### config.mk
export PLATFORM = sky130hd
export DESIGN_NAME = sha256_block_loader
export DESIGN_NICKNAME = d
export VERILOG_FILES = /design/src/rtl/sha256_pkg.sv /design/src/rtl/sha256_idle_timer.sv /design/src/rtl/sha256_block_loader.sv
export SDC_FILE = /design/constraint.sdc
export NUM_CORES = 1
export LEC_CHECK = 0
export BUFFER_PORTS_ARGS = -buffer_cell sky130_fd_sc_hd__buf_2
export CAP_MARGIN = 10
export CORE_AREA = 2 2 208 210
export DETAILED_ROUTE_END_ITERATION = 16
export DIE_AREA = 0 0 210 212
export PLACE_DENSITY = 0.77
export SYNTH_ARGS = -nofsm -noshare
export SYNTH_HDL_FRONTEND = slang
export SYNTH_SLANG_ARGS = --single-unit
### constraint.sdc
create_clock -name clk -period 42.3 [get_ports clk]
set_input_delay 4.23 -clock clk [delete_from_list [all_inputs] [get_ports clk]]
set_output_delay 4.23 -clock clk [all_outputs]
set_load 0.02 [all_outputs]
### src/rtl/sha256_pkg.sv
// Shared definitions for the SHA-256 block loader: FSM encoding, block size
// and UART-derived timing defaults.
package sha256_pkg;

  typedef enum logic [1:0] {
    ST_IDLE = 2'd0,
    ST_FILL = 2'd1,
    ST_FULL = 2'd2
  } state_t;

  localparam int BLK_BYTES            = 64;
  localparam int CLKS_PER_BIT         = 868;
  localparam int DEFAULT_TIMEOUT_CLKS = 20 * CLKS_PER_BIT;

  // MSB position of byte lane i in the big-endian 512-bit block
  function automatic int byte_msb(input int i);
    return 511 - 8 * i;
  endfunction

endpackage

### src/rtl/sha256_idle_timer.sv
// Idle-gap counter: counts enabled cycles since the last clear and emits a
// single-cycle expire strobe when the gap reaches TIMEOUT_CLKS.
module sha256_idle_timer
  import sha256_pkg::*;
#(
  parameter int TIMEOUT_CLKS = DEFAULT_TIMEOUT_CLKS
) (
  input  logic clk,
  input  logic rst,
  input  logic clear,
  input  logic enable,
  output logic expire
);

  localparam int CW = ($clog2(TIMEOUT_CLKS) > 17) ? $clog2(TIMEOUT_CLKS) : 17;

  logic [CW-1:0] cnt;

  // clear wins over expiry so a byte arriving on the last idle cycle is kept
  assign expire = enable && !clear && (cnt == CW'(TIMEOUT_CLKS - 1));

  always_ff @(posedge clk or posedge rst) begin
    if (rst) begin
      cnt <= '0;
    end else if (clear || expire) begin
      cnt <= '0;
    end else if (enable) begin
      cnt <= cnt + 1'b1;
    end
  end

endmodule

### src/rtl/sha256_block_loader.sv
// Collects UART bytes into 64-byte big-endian SHA-256 message blocks and
// hands each complete block to the core with a valid/ready handshake.
module sha256_block_loader
  import sha256_pkg::*;
#(
  parameter int TIMEOUT_CLKS = DEFAULT_TIMEOUT_CLKS,
  parameter int BLK_BYTES    = 64
) (
  input  logic         clk,
  input  logic         rst,
  input  logic [7:0]   rx_data,
  input  logic         rx_valid,
  output logic [511:0] blk_data,
  output logic         blk_valid,
  input  logic         blk_ready,
  output logic [6:0]   byte_cnt,
  output logic         ovf,
  output logic         tout,
  output state_t       fsm_state
);

  // Handshake: a block transfers on any rising edge where blk_valid and
  // blk_ready are both high; blk_valid and blk_data hold until then.

  localparam logic [6:0] LAST_IDX = 7'(BLK_BYTES - 1);

  state_t     state, state_n;
  logic [6:0] cnt_n;
  logic       valid_n, ovf_n, tout_n;
  logic       wr_en;
  logic [5:0] wr_idx;
  logic       expire;

  assign fsm_state = state;

  sha256_idle_timer #(.TIMEOUT_CLKS(TIMEOUT_CLKS)) u_idle_timer (
    .clk    (clk),
    .rst    (rst),
    .clear  (rx_valid || (state != ST_FILL)),
    .enable (state == ST_FILL),
    .expire (expire)
  );

  always_comb begin
    state_n = state;
    cnt_n   = byte_cnt;
    valid_n = blk_valid;
    ovf_n   = 1'b0;
    tout_n  = 1'b0;
    wr_en   = 1'b0;
    wr_idx  = byte_cnt[5:0];
    case (state)
      ST_IDLE: begin
        if (rx_valid) begin
          wr_en   = 1'b1;
          wr_idx  = 6'd0;
          cnt_n   = 7'd1;
          state_n = ST_FILL;
        end
      end
      ST_FILL: begin
        if (rx_valid) begin
          wr_en = 1'b1;
          cnt_n = byte_cnt + 7'd1;
          if (byte_cnt == LAST_IDX) begin
            valid_n = 1'b1;
            state_n = ST_FULL;
          end
        end else if (expire) begin
          cnt_n   = 7'd0;
          tout_n  = 1'b1;
          state_n = ST_IDLE;
        end
      end
      ST_FULL: begin
        if (blk_ready) begin
          valid_n = 1'b0;
          if (rx_valid) begin
            // the incoming byte starts the next block rather than being dropped
            wr_en   = 1'b1;
            wr_idx  = 6'd0;
            cnt_n   = 7'd1;
            state_n = ST_FILL;
          end else begin
            cnt_n   = 7'd0;
            state_n = ST_IDLE;
          end
        end else if (rx_valid) begin
          ovf_n = 1'b1;
        end
      end
      default: begin
        state_n = ST_IDLE;
        cnt_n   = 7'd0;
        valid_n = 1'b0;
      end
    endcase
  end

  always_ff @(posedge clk or posedge rst) begin
    if (rst) begin
      state     <= ST_IDLE;
      byte_cnt  <= 7'd0;
      blk_valid <= 1'b0;
      ovf       <= 1'b0;
      tout      <= 1'b0;
    end else begin
      state     <= state_n;
      byte_cnt  <= cnt_n;
      blk_valid <= valid_n;
      ovf       <= ovf_n;
      tout      <= tout_n;
    end
  end

  for (genvar i = 0; i < 64; i++) begin : g_byte
    logic [7:0] byte_q;
    always_ff @(posedge clk or posedge rst) begin
      if (rst) begin
        byte_q <= 8'h00;
      end else if (wr_en && (wr_idx == 6'(i))) begin
        byte_q <= rx_data;
      end
    end
    assign blk_data[511-8*i -: 8] = byte_q;
  end

endmodule
==> results.yml, run 1 <==
run_status:
  outcome: "finished, final reports clean"
floorplan:
  fp.coreArea_mm2: 0.04251
  floorplan.die_area_mm2: 0.04452
  initial_utilization: 0.5089
  die_h_um: 212
  die_w_um: 210
  io_pins: 536
  floorplan.rows: 76
run:
  drv.max_cap_violation_count: 0
timing:
  worst_slew_pin_slew_ps: 1060
  timing.final.setup_violations: 0
  timing.hold.ws_ps: 492.8
  worst_slew_margin_rel: 0.2934
  final_hold_viol_count: 0
  fin_setup_tns_ps: 0
  maxSlewViolCount: 0
  achievable-frequency_mhz: 141.7
  unrepaired_setup_endpoints_after_global_routing: "false"
  timing.clock.skew_ps: 18.80
  layout_worst_path_cycle_share: 0.1669
  fin_crit_ps: 7059
detailed_routing:
  route.vias.total: 13460
  post_drt_via_cell_ratio: 5.475
  detail_route.wirelength_um: 58720
  ant_nets: 0
  average_routed_wire_per_standard_cell_um: 23.88
  drt-initial-drc-count: 704
  drc_errors_left: 0
  detail_route.first_pass.iterations: 4
clock_tree:
  cts.root.buffer_cell: "sky130_fd_sc_hd__clkbuf_16"
  ctsResizeCount: 0
  clk_latency_ps: 610
  cts_made_buffers: 54
  cts_tree: "yes"
  ctsLongestPathBuffers: 3
  clock-sinks: 541
  clkSlewWorstSetupHoldPaths_ps: 60
  cts_hold_buffers_added: 0
  h-tree-depth: 2
  cts_setup_buffers: 0
yosys:
  synth-async-reset-ratio: 1.000
  synth-warning-count: 0
  synth_area_mm2: 0.02163
  ys_seq_elements: 541
  syn-instance-count: 1350
  synth-edff-count: 0
  synthesis.area_per_instance_um2: 16.02
  yosysUniqueCellTypes: 54
  ys_seq_area_frac: 0.6259
  synth.net_count: 1364
  synth_ff_type: "sky130_fd_sc_hd__dfrtp_1"
power:
  powerDensity_mw_per_mm2: 51.57
  worst_ir_drop_vdd_v: 0.00005647
  p_leak_nw: 14.81
grt:
  antenna_found_initial: 1
  globalRouteOverflowTotal: 0
  first_global_vias: 14040
  track_usage: 0.2601
  pin_count_of_the_biggest_net_entering_global_routing: 134
  grt_first_pass_wirelength_um: 87310
worst_setup_path:
  timing_worst_setup_path_type: "input pin to asynchronous set/reset pin"
  worstPathArrival_ps: 7680
  timing.critical_path.required_ps: 42930
  crit_path_end_kind: "asynchronous set/reset pin"
  crit_path_max_fanout: 133
  crit_path_start_kind: "input pin"
place:
  hpwlAfterDp_um: 37710
  routabilityCongestion: 0.7762
  buffer_ports.inserted: 535
final_layout:
  fraction_of_layout_cells_with_a_size_suffix_above_1: 0.6297
  nets: 1882
  flow.area_growth_from_synthesis_pct: 22.72
hold_path:
  min-delay-path-class: "flip-flop to flip-flop"
-- cells in the mapped netlist, drive strengths merged (2+ instances only) --
| master | count | area share |
|---|---|---|
| nand3 | 50 | 0.031 |
| inv | 6 | 0.0010 |
| o21a | 2 | 0.00069 |
| a21oi | 2 | 0.00046 |
| dfrtp | 541 | 0.63 |
| xnor2 | 6 | 0.0024 |
| nand4 | 6 | 0.0017 |
| and2 | 4 | 0.0013 |
| nor2b | 4 | 0.0012 |
| or2 | 2 | 0.00058 |
| a31oi | 2 | 0.00058 |
| mux2 | 512 | 0.27 |
| clkbuf | 50 | 0.0087 |
| nor2 | 31 | 0.0056 |
| and3 | 17 | 0.0051 |
| nor4 | 3 | 0.00087 |
| o22ai | 2 | 0.00058 |
| nor3b | 4 | 0.0035 |
| xor2 | 9 | 0.0036 |
| nand2b | 2 | 0.00093 |
| nor3 | 4 | 0.0014 |
| o21ai | 5 | 0.0013 |
| nand2 | 24 | 0.0052 |
| buf | 47 | 0.016 |
| ha | 2 | 0.0012 |
-- power breakdown --
part           total [W]  leakage [nW]  switching [W]  internal [W]
registers       0.000601          7.43      0.0000307      0.000570
clock network   0.000506         0.937       0.000202      0.000304
logic           0.000262          6.45       0.000173     0.0000886
-- sequential cells by signal, indices dropped and copies added, names as in the netlist --
signal            flops
u_idle_timer.cnt     17
tout                  1
g_byte.byte_q       512
fsm_state             2
ovf                   1
byte_cnt              7
blk_valid             1
-- stage by stage --
stage	cell area, um2	util	worst slack, ps	total power [W]	std cells
after floorplan	21630	-	22950	0.0007739	1350
after global routing	26540	0.6245	34680	0.001416	2459
after CTS	26540	0.6244	35150	0.001380	2458
after detailed placement	24640	0.5797	34510	0.0008734	2358
final	26540	0.6245	35240	0.001369	2459
after global placement	24640	0.5797	34620	0.0008655	2358
-- worst max-delay path, cell delays in order --
cell and delay, ps:
sky130_fd_sc_hd__buf_2 130, sky130_fd_sc_hd__inv_8 590, sky130_fd_sc_hd__buf_4 920, sky130_fd_sc_hd__buf_4 770
sky130_fd_sc_hd__buf_4 760
-- cell usage in the layout, fill, tap and decap left out, types with 15 or more instances in the layout --
| master | instances |
|---|---|
| sky130_fd_sc_hd__buf_4 | 24 |
| sky130_fd_sc_hd__clkbuf_16 | 57 |
| sky130_fd_sc_hd__nor2_1 | 29 |
| sky130_fd_sc_hd__dfrtp_1 | 541 |
| sky130_fd_sc_hd__nand3_4 | 29 |
| sky130_fd_sc_hd__mux2_2 | 455 |
| sky130_fd_sc_hd__mux2_4 | 40 |
| sky130_fd_sc_hd__buf_2 | 535 |
| sky130_fd_sc_hd__mux2_1 | 17 |
| sky130_fd_sc_hd__nand2_1 | 21 |
| sky130_fd_sc_hd__and3_1 | 15 |
-- worst paths after layout --
check                      slack, ps                 start  cells after the start                   end
min                              490  g_byte[22].byte_q[4]                      1  g_byte[22].byte_q[4]
max reg2reg                    39380          fsm_state[0]                      5  g_byte[35].byte_q[0]
min reg2reg                      490  g_byte[22].byte_q[4]                      1  g_byte[22].byte_q[4]
max in group clk               36100             blk_ready                      6  g_byte[35].byte_q[0]
max                            35240                   rst                      5   g_byte[3].byte_q[3]
min in group asynchronous       3810                   rst                      2  g_byte[42].byte_q[4]
-- cells by family (layout without fill, tap and decap cells) --
group           after synthesis  count (layout)  share of synthesized area
compound gates               19              19                   0.005900
xor+xnor                     15              15                   0.006074
flops                       541             541                     0.6259
mux                         512             512                     0.2735
buf+inv                     103             665                    0.02603
other cells                   0               1                          0
fa+ha+maj                     2               2                   0.001157
simple gates                158             158                    0.06149
-- final cells by class --
class	count	area [um2]
diodes	1	2.502
clock buffers	80	1633
clock inverters	20	269.0
fillers	3205	15960
inverters	6	30.03
multi-input cells	706	7531
flip-flops and latches	541	13540
well taps	546	683.2
repair buffers	559	2858
-- metal layers --
metal / up-vias / wire [um] / global-route usage / share of wire
met5: - / 0 / 0 / 0
met3: 131 / 3395 / 0.05997 / 0.058
met2: 443 / 28910 / 0.4330 / 0.49
met4: 0 / 2361 / 0.1159 / 0.040
met1: 7088 / 24050 / 0.3272 / 0.41
li1: 5802 / - / - / -
(Power assumes the default switching activity.)
==> inputs of run 2 (changes only) <==
CORE_AREA = unset   (was 2 2 208 210)
CORE_ASPECT_RATIO = 1.5   (was unset)
CORE_MARGIN = 2   (was unset)
CORE_UTILIZATION = 48   (was unset)
DIE_AREA = unset   (was 0 0 210 212)
PLACE_DENSITY = 0.76   (was 0.77)
clock period = 6.2 ns   (was 42.3 ns; I/O delays follow)
==> results.yml, run 2 (same netlist as run 1, synthesis figures left out) <==
run_status:
  outcome: "finished, final reports clean"
timing:
  worst_slew_margin_rel: 0.2818
  layout_worst_path_cycle_share: 0.5180
  maxSlewViolCount: 0
  final_worst_path_setup_slack_ps: 2988
  worst_slew_pin_slew_ps: 1077
  fin_crit_ps: 3212
  timing.clock.skew_ps: 12.15
  final_hold_viol_count: 0
  timing.final.setup_violations: 0
  achievable-frequency_mhz: 311.4
  unrepaired_setup_endpoints_after_global_routing: "false"
  fin_setup_tns_ps: 0
clock_tree:
  cts_made_buffers: 49
  clock-sinks: 541
  clkSlewWorstSetupHoldPaths_ps: 60
  h-tree-depth: 2
  cts_tree: "yes"
  ctsLongestPathBuffers: 3
  cts.root.buffer_cell: "sky130_fd_sc_hd__clkbuf_16"
  cts_setup_buffers: 0
  cts_hold_buffers_added: 0
  ctsResizeCount: 0
  clk_latency_ps: 570
final_layout:
  registers.top_by_ff_count: "g_byte.byte_q"
  multi_input_comb_area_mm2: 0.007531
  fraction_of_layout_cells_with_a_size_suffix_above_1: 0.6289
  final_cell_mix: "sky130_fd_sc_hd__dfrtp_1 (541), sky130_fd_sc_hd__buf_2 (535), sky130_fd_sc_hd__mux2_2 (455)"
  fin_util: 0.5892
  diodes: 0
  ff_latch_area_mm2: 0.01354
  flow.area_growth_from_synthesis_pct: 21.74
  layout.cells.most_common: "sky130_fd_sc_hd__dfrtp_1"
  fillCellCount: 3570
  nets: 1876
  largest_registers: "g_byte.byte_q: 512 flops, u_idle_timer.cnt: 17 flops, byte_cnt: 7 flops"
  number_of_flip_flops_under_the_largest_register_name: 512
  final_cell_area_mm2: 0.02633
detailed_routing:
  ant_nets: 0
  route.vias.total: 13430
  detail_route.first_pass.iterations: 4
  detail_route.wirelength_um: 59320
  detailed_route_wire_length_on_metal_1_um: 22170
  met3RoutedLength_um: 3451
  met2WireLength_um: 30330
  drc_errors_left: 0
  post_drt_via_cell_ratio: 5.417
  highest_layer: "met5"
  drt-initial-drc-count: 565
  average_routed_wire_per_standard_cell_um: 23.93
worst_setup_path:
  crit_path_end_kind: "flip-flop"
  timing.critical_path.required_ps: 6650
  crit_path_max_fanout: 11
  crit_path_start_kind: "flip-flop"
  worstPathArrival_ps: 3660
  timing_worst_setup_path_type: "flip-flop to flip-flop"
place:
  placement.cell_area_mm2: 0.02471
  routabilityCongestion: 0.8042
  hpwlAfterDp_um: 39310
  buffer_ports.inserted: 535
  pre_cts_ws_ps: 2747
grt:
  grt_first_pass_wirelength_um: 90000
  track_usage: 0.2537
  globalRouteOverflowTotal: 0
  first_global_vias: 14610
  antenna_found_initial: 2
  pin_count_of_the_biggest_net_entering_global_routing: 145
floorplan:
  floorplan.die_area_mm2: 0.04681
  initial_utilization: 0.4840
  die_h_um: 264.0
  die_w_um: 177.3
  floorplan.rows: 95
  io_pins: 536
  fp.coreArea_mm2: 0.04469
power:
  p_leak_nw: 14.67
  worst_ir_drop_vdd_v: 0.0003661
  powerDensity_mw_per_mm2: 338.5
run:
  drv.max_cap_violation_count: 0
hold_path:
  min-delay-path-class: "input pin to asynchronous set/reset pin"
## run 2: cell count changes in the layout (fill, tap and decap cells not counted)
cell                         change
sky130_fd_sc_hd__clkbuf_1        -4
sky130_fd_sc_hd__diode_2         -1
sky130_fd_sc_hd__clkbuf_8        -5
sky130_fd_sc_hd__buf_12          +3
sky130_fd_sc_hd__clkbuf_16       -6
sky130_fd_sc_hd__inv_6           +1
sky130_fd_sc_hd__clkinv_2        +2
sky130_fd_sc_hd__bufinv_16       -2
sky130_fd_sc_hd__inv_8           -2
sky130_fd_sc_hd__clkinvlp_4      +3
sky130_fd_sc_hd__clkinv_4        -1
sky130_fd_sc_hd__buf_4           -4
## run 2: layout make-up
class	instances	area share
flip-flops and latches	541	0.5141
multi-input cells	706	0.2860
repair buffers	558	0.1097
clock buffers	65	0.05312
well taps	582	0.02765
clock inverters	21	0.008458
inverters	6	0.0009978
## run 2: worst max-delay path, cell delays in order, from the launching register on
cell and delay, ps:
sky130_fd_sc_hd__dfrtp_1 530, sky130_fd_sc_hd__and3b_1 360, sky130_fd_sc_hd__and3_1 820, sky130_fd_sc_hd__nand2_1 330
sky130_fd_sc_hd__nor2b_1 630, sky130_fd_sc_hd__mux2_2 420
## run 2: worst paths after layout
| check | slack [ps] | to | depth (start not counted) | start |
|---|---|---|---|---|
| max | 2990 | g_byte[48].byte_q[4] | 5 | fsm_state[0] |
| min | 230 | g_byte[35].byte_q[0] | 2 | rst |
| min in group clk | 350 | fsm_state[1] | 4 | blk_ready |
| min reg2reg | 490 | blk_valid | 2 | blk_valid |
| max reg2reg | 2990 | g_byte[48].byte_q[4] | 5 | fsm_state[0] |
| max in group asynchronous | 4360 | g_byte[2].byte_q[5] | 4 | rst |
## run 2: metal layers
layer,vias to the layer above,GRT usage
li1,5764,-
met1,7012,0.2951
met2,476,0.4396
met3,172,0.04965
met4,4,0.1347
met5,-,0
## run 2: report_power, final
part	internal [W]	switching (W)	leakage, nW
combinational	0.000604	0.00116	6.45
sequential	0.00389	0.000198	7.43
clock	0.00175	0.00131	0.796
## run 2: per-stage QoR
stage          cells  total power [W]  hold slack [ps]
3_3_place_gp    2393         0.005868            462.9
6_report        2479         0.008913            231.0
2_1_floorplan   1350         0.005281            453.3
4_1_cts         2479         0.009003            237.7
5_1_grt         2479         0.009254            285.9
3_5_place_dp    2393         0.005928            467.2
